==> src/rtl/pcm_voice_mix_scheduler.sv <==
// Per-frame voice poller and stereo mixer feeding the 16-bit PCM serializer.
// Define PCM_MIX_SATURATE_EN to clamp the mix instead of wrapping it.
module pcm_voice_mix_scheduler #(
  parameter int NUM_VOICES  = 4,
  parameter int ACK_TIMEOUT = 4,
  parameter int FRAME_BITS  = 32
) (
  input  logic                  bit_clock_in,
  input  logic                  rst_active_high,
  input  logic                  mix_enable,
  input  logic [NUM_VOICES-1:0] voice_mute,
  output logic [NUM_VOICES-1:0] voice_req,
  output logic [2:0]            voice_sel,
  input  logic                  voice_ack,
  input  logic [15:0]           voice_left,
  input  logic [15:0]           voice_right,
  output logic [15:0]           pcm_data_left,
  output logic [15:0]           pcm_data_right,
  output logic                  pcm_data_valid,
  output logic                  frame_strobe,
  output logic                  overrun,
  input  logic                  overrun_clr
);

  localparam int CW = $clog2(FRAME_BITS);
  localparam logic [CW-1:0] LAST   = CW'(FRAME_BITS - 1);
  localparam logic [CW-1:0] COMMIT = CW'(FRAME_BITS - 2);
  localparam logic [3:0]    IDX_END = 4'(NUM_VOICES);
  localparam logic [2:0]    TO_LAST = 3'(ACK_TIMEOUT - 1);

  typedef enum logic [1:0] {
    IDLE,
    SELECT,
    WAIT,
    DONE
  } state_t;

  state_t                  state;
  logic [CW-1:0]           frame_count;
  logic [3:0]              idx;
  logic [2:0]              tcnt;
  logic [NUM_VOICES-1:0]   mute_q;
  logic signed [18:0]      acc_l;
  logic signed [18:0]      acc_r;
  logic                    any_ack;
  logic [NUM_VOICES-1:0]   sel_onehot;

  assign sel_onehot = NUM_VOICES'(1) << idx;

  function automatic logic [15:0] reduce(input logic signed [18:0] a);
`ifdef PCM_MIX_SATURATE_EN
    if (a > 19'sd32767)
      reduce = 16'h7fff;
    else if (a < -19'sd32768)
      reduce = 16'h8000;
    else
      reduce = a[15:0];
`else
    reduce = a[15:0];
`endif
  endfunction

  always_ff @(posedge bit_clock_in or posedge rst_active_high) begin
    if (rst_active_high) begin
      state          <= IDLE;
      frame_count    <= '0;
      idx            <= '0;
      tcnt           <= '0;
      mute_q         <= '0;
      acc_l          <= '0;
      acc_r          <= '0;
      any_ack        <= 1'b0;
      voice_req      <= '0;
      voice_sel      <= '0;
      pcm_data_left  <= '0;
      pcm_data_right <= '0;
      pcm_data_valid <= 1'b0;
      frame_strobe   <= 1'b0;
      overrun        <= 1'b0;
    end else begin
      frame_count  <= (frame_count == LAST) ? '0 : frame_count + CW'(1);
      frame_strobe <= (frame_count == LAST);
      if (overrun_clr)
        overrun <= 1'b0;
      // Commit beats the poller; an unfinished poll is cut short here.
      if (frame_count == COMMIT) begin
        pcm_data_left  <= reduce(acc_l);
        pcm_data_right <= reduce(acc_r);
        pcm_data_valid <= any_ack;
        if (state == SELECT || state == WAIT)
          overrun <= 1'b1;
        state     <= IDLE;
        voice_req <= '0;
      end else begin
        unique case (state)
          IDLE: begin
            if (frame_count == '0) begin
              acc_l   <= '0;
              acc_r   <= '0;
              any_ack <= 1'b0;
              mute_q  <= voice_mute;
              idx     <= '0;
              if (mix_enable)
                state <= SELECT;
            end
          end
          SELECT: begin
            if (idx == IDX_END) begin
              state <= DONE;
            end else if (|(mute_q & sel_onehot)) begin
              idx <= idx + 4'd1;
            end else begin
              voice_req <= sel_onehot;
              voice_sel <= idx[2:0];
              tcnt      <= '0;
              state     <= WAIT;
            end
          end
          WAIT: begin
            if (voice_ack) begin
              acc_l     <= acc_l + {{3{voice_left[15]}}, voice_left};
              acc_r     <= acc_r + {{3{voice_right[15]}}, voice_right};
              any_ack   <= 1'b1;
              voice_req <= '0;
              idx       <= idx + 4'd1;
              state     <= SELECT;
            end else if (tcnt == TO_LAST) begin
              voice_req <= '0;
              idx       <= idx + 4'd1;
              state     <= SELECT;
            end else begin
              tcnt <= tcnt + 3'd1;
            end
          end
          DONE: state <= DONE;
          default: state <= IDLE;
        endcase
      end
    end
  end

endmodule

==> config.mk <==
export PLATFORM = sky130hd
export DESIGN_NAME = pcm_voice_mix_scheduler
export DESIGN_NICKNAME = d
export VERILOG_FILES = /design/src/rtl/pcm_voice_mix_scheduler.sv
export SDC_FILE = /design/constraint.sdc
export NUM_CORES = 1
export LEC_CHECK = 0
export ABC_AREA = 1
export CAP_MARGIN = 20
export CORE_ASPECT_RATIO = 0.7
export CORE_UTILIZATION = 60
export CTS_CLUSTER_DIAMETER = 60
export CTS_CLUSTER_SIZE = 20
export DETAILED_ROUTE_END_ITERATION = 16
export PLACE_DENSITY = 0.87
export SLEW_MARGIN = 20
export SYNTH_ARGS = -nofsm -noshare
export SYNTH_HDL_FRONTEND = slang
export SYNTH_SLANG_ARGS = --single-unit
==> constraint.sdc <==
create_clock -name bit_clock_in -period 7.1 [get_ports bit_clock_in]
set_input_delay 1.42 -clock bit_clock_in [delete_from_list [all_inputs] [get_ports bit_clock_in]]
set_output_delay 1.42 -clock bit_clock_in [all_outputs]
set_load 0.02 [all_outputs]
---- Word-level counts from Yosys, hierarchy flattened ----
Index checks and enable logic that the tools add are counted.
word-level totals
  bits in registers ....................... 99
  input port bits ......................... 41
  output and inout port bits .............. 42
  logic and storage cells ................. 98
operators by class
  add/sub/neg operators ................... 5
  eq/ne operators ......................... 21
  shift-type cells ........................ 1
  mux-type cells .......................... 37
  bitwise logic cells ..................... 4
  reduce and logical (&&, ||, !) cells .... 15
operator list
  operator             count
  $pmux 19 s2          2
  $mux 19              3
  $mux 4               10
  $add 19x19->19       2
  $reduce_and 4->1     4
  $mux 2               7
  $mux 3               4
  $ne 2x2->1 const B   6
  $ne 3x3->1 const B   4
  $pmux 4 s3           1
  $reduce_and 6->1     2
  $eq 5x5->1 const B   2
  $pmux 2 s4           1
  $pmux 4 s2           1
  $pmux 3 s2           1
  $reduce_bool 3->1    2
  $add 5x1->5 const B  1
  $logic_not 5->1      1
  $mux 1               5
  $mux 5               1
  $add 4x1->4 const B  1
  $and 4x4->4          1
  $eq 2x2->1 const B   2
  $eq 4x3->1 const B   1
  15 further kinds     18

---- Longest topological paths before layout ----
  depth after elaboration ................. 7
  depth in mapped cells ................... 12
  gate-level depth less buffers ........... 12

---- Least setup slack after synthesis ----
OpenSTA, ideal clock, no wires.
  kind .................................... input-to-reg
  start point ............................. in voice_right[2]
  end point ............................... reg acc_r[7]
  setup time .............................. 0.126 ns
  arrival ................................. 2.592 ns
  required time ........................... 6.974 ns
  path slack .............................. 4.382 ns
  stages .................................. 7
  path buffers ............................ 0
  cell sequence ........................... ha_1 > or2_2 > nand3_1 > nand2_1 > or2_2 > nand3_1 > o21ai_0
between the ends
  longest elaborated chain between the ends .. 3
RTL lines
  item                  line  source
  start, declared       16    input logic [15:0] voice_right,
  $add 19x19->19        122   acc_r <= acc_r + {{3{voice_right[15]}}, voice_right};
  $mux 19               120   if (voice_ack) begin
  $pmux 19 s2           95    unique case (state)
  end signal, assigned  122
  end, declared         44    logic signed [18:0] acc_r;
No other way between the ends. The select of a mux whose other input is x is not followed.
A chain may end at the register's enable or synchronous reset.

---- Worst setup path in the final report ----
  start point ............................. reg frame_count[0]
  end point ............................... reg acc_l[7]
between the ends
  longest elaborated chain between the ends .. 3
  elaborated cells on any way between the ends .. 5
  those cells by class .................... 2 x eq/ne; 1 x bitwise; 2 x reduce/logical
RTL lines
  item                                                             line    source
  start, declared                                                  39      logic [CW-1:0] frame_count;
  start signal, assigned                                           81      frame_count <= (frame_count == LAST) ? '0 : frame_count + CW'(1);
  $logic_not 5->1 / $eq 5x5->1 (equally long branches)             97, 86
  $ne 2x2->1 (no source line) / $not 1->1 (equally long branches)  -
  $reduce_and 4->1 (no source line) *                              -
  end signal, assigned                                             121     acc_l <= acc_l + {{3{voice_left[15]}}, voice_left};
  end, declared                                                    43      logic signed [18:0] acc_l;
Mark *: on every way between the ends. The rest lies on a longest branch, timed or not.

==> flow_summary.json <==
{
  "synth_cell_types": 35,
  "wl_mm": 14.4,
  "finClkSkew_ps": 8.59,
  "yosysMostFrequentCell": "nand2_1",
  "cts_buffers": 9,
  "rsz0062_at_grt": "no",
  "yosysWarnings": 0,
  "seqCellArea_um2": 2330,
  "clock_power_share": 0.180,
  "syn-mean-instance-area_um2": 7.23,
  "post-dp-hpwl_mm": 10.3,
  "cts-root-buf": "clkbuf_16",
  "grt_overflow": 0,
  "synthCells": 805,
  "die_x_um": 120,
  "antenna_found_initial": 0,
  "synth_top_family_by_area": "simple AND/OR/NAND/NOR gates",
  "cp-end-kind": "flop",
  "crit_fanout": 48,
  "area_growth_pct": 21.1,
  "hold_class": "reg -> reg",
  "postCtsHoldBufs": 0,
  "synth_compound_area_frac": 0.0563,
  "layout-drive-gt1-share": 0.0561,
  "worstPathRequired_ps": 7390,
  "drt_first_pass_iters": 6,
  "final_nets": 972,
  "yosys.area_share.adder": 0.0971,
  "h-tree-depth": 3,
  "p_per_area_nw_per_um2": 390,
  "synth_xor_area_frac": 0.0165,
  "hold_violations": 0,
  "setup_viol": 0,
  "synth_top_area_frac": 0.400,
  "drv_slew": 0,
  "die_y_um": 84.4,
  "drc": 0,
  "insertion_delay_ps": 350,
  "muxShareOfSynthArea": 0.00774,
  "clock_sinks": 93,
  "fin_crit_ps": 3460,
  "place.gp.congestion": 0.894,
  "synth.area.top_cells": "dfrtp_1 40%, nand2_1 21%, ha_1 9.0%",
  "fill_cells": 697,
  "synth-seq-cells": 93,
  "cap_viol_max_count": 0,
  "slew_headroom": 0.438,
  "rows": 29,
  "tightestPinTransition_ps": 841,
  "vdd_drop_max_uv": 202,
  "place_inst": 999,
  "path_clk_slew_ps": 70,
  "post_drt_wl_per_cell_um": 14.2,
  "detail-route-antenna-nets": 0,
  "pwr-share-seq": 0.303,
  "multi_input_area_um2": 2980,
  "cts-resized-gates": 0,
  "io_buffers": 82,
  "fin_crit_sh": 0.487,
  "combPwrFrac": 0.517,
  "start_util": 0.629,
  "routed_via_density": 5.31,
  "drtIter0Drc": 533,
  "postCtsSetupBuffers": 0,
  "fmax_mhz": 289,
  "async_flop_share": 1.00,
  "synth_common_cells": "333 x nand2_1, 112 x inv_1, 93 x dfrtp_1",
  "synth_top_flop_cell": "dfrtp_1",
  "startpoint_type": "flop",
  "whs_ps": 471,
  "grt_usage": 0.300,
  "yosys.area_share.simple": 0.333,
  "cts_buffer_depth": 2,
  "num_vias": 5392,
  "core-area_um2": 9250,
  "finalPower_mw": 2.75,
  "ys_seq_area_frac": 0.400,
  "fin_tns_setup_ps": 0,
  "ios": 83,
  "grt_max_degree": 77,
  "cts_tree": "built",
  "grt_pass1_wl_mm": 23.8,
  "critical_path_class": "reg -> reg",
  "diodes": 0,
  "p_switching_mw": 1.25,
  "syn-num-nets": 890,
  "synth_area_leader_cell": "dfrtp_1",
  "status": "finished clean",
  "intPower_mw": 1.50,
  "grt_pass1_vias": 5088,
  "switching_share": 0.455,
  "finalNonFillerCells": 1016,
  "dieArea_um2": 10100,
  "synth_edf_count": 0,
  "synth.cell_area_um2": 5820,
  "p_leak_nw": 3.84,
  "cp_data_arrival_time_ps": 3750
}
==> flip-flops by register name, indices dropped and copies added (netlist names) <==
signal          count
frame_count         5
idx                 4
tcnt                3
any_ack             1
overrun             1
voice_req           4
pcm_data_valid      1
state               2
mute_q              4
voice_sel           3
frame_strobe        1
pcm_data_left      16
acc_l              16
acc_r              16
pcm_data_right     16
==> worst max-delay path: stages, from the launching register on <==
cell	delay [ps]
dfrtp_1	410
inv_1	90
ha_1	200
nand2_1	90
nor2_2	50
buf_4	250
inv_2	660
nand3_4	440
nor2_4	670
inv_2	260
nor2_1	150
nand2_1	70
nand2_1	50
==> cells by family (layout without fill, tap and decap cells) <==
| family | Yosys count | count (layout) |
|---|---|---|
| AOI/OAI and AO/OA | 59 | 59 |
| buffers and inverters | 129 | 216 |
| DFF | 93 | 93 |
| adders and majority gates | 44 | 44 |
| xor gates and xnor gates | 11 | 11 |
| muxes | 4 | 4 |
| and+or+nand+nor | 465 | 465 |
==> through the flow <==
stage / area [µm²] / util / worst slack, ps
after floorplan: 5820 / - / 3260
after global placement: 6730 / 0.727 / 3440
after detailed placement: 6730 / 0.727 / 3420
after CTS: 7030 / 0.759 / 3680
after global routing: 7050 / 0.762 / 3280
final: 7050 / 0.762 / 3640
==> final cells by class <==
class / count / area share
Inverter: 115 / 0.0617
Clock buffer: 9 / 0.0319
Clock inverter: 7 / 0.0101
Sequential cell: 93 / 0.330
Timing Repair Buffer: 85 / 0.122
Tap cell: 124 / 0.0220
Multi-Input combinational cell: 583 / 0.422
==> path summary, 6_finish.rpt <==
check                                         startpoint                            end  slack, ps  cells past startpoint
setup / recovery                frame_count[0]$_DFF_PP0_           acc_l[7]$_DFFE_PP0P_       3640                     12
hold / removal             pcm_data_left[11]$_DFFE_PP0P_  pcm_data_left[11]$_DFFE_PP0P_        470                      2
setup reg to reg                frame_count[0]$_DFF_PP0_           acc_l[7]$_DFFE_PP0P_       3640                     12
hold reg to reg            pcm_data_left[11]$_DFFE_PP0P_  pcm_data_left[11]$_DFFE_PP0P_        470                      2
max in group asynchronous                rst_active_high           acc_l[2]$_DFFE_PP0P_       4790                      4
min in group asynchronous                rst_active_high           acc_r[2]$_DFFE_PP0P_       1340                      2
==> cells in the final DEF (no fill, tap or decap), drive strengths merged, types with 9 or more instances in the layout <==
master	n
dfrtp	93
nor2	51
o21ai	35
clkdlybuf4s50	82
a21oi	16
nand2	340
nand3	50
ha	42
inv	117
clkbuf	9
==> power groups by stage <==
stage	clock (mW)	sequential, mW	combinational [mW]
floorplan	0	0.859	0.971
detailed placement	0	0.833	1.39
finish	0.494	0.834	1.42
CTS	0.498	0.829	1.41
global route	0.525	0.851	1.60
global placement	0	0.826	1.34
==> per-layer routing <==
metal / global-route usage / wire length (µm) / vias to the layer above
met5: 0 / 0 / -
met4: 0.0773 / 268 / 0
met3: 0.0693 / 959 / 28
met2: 0.468 / 6540 / 195
met1: 0.423 / 6620 / 2506
li1: - / - / 2663
Power figures use the tool's default switching activity.
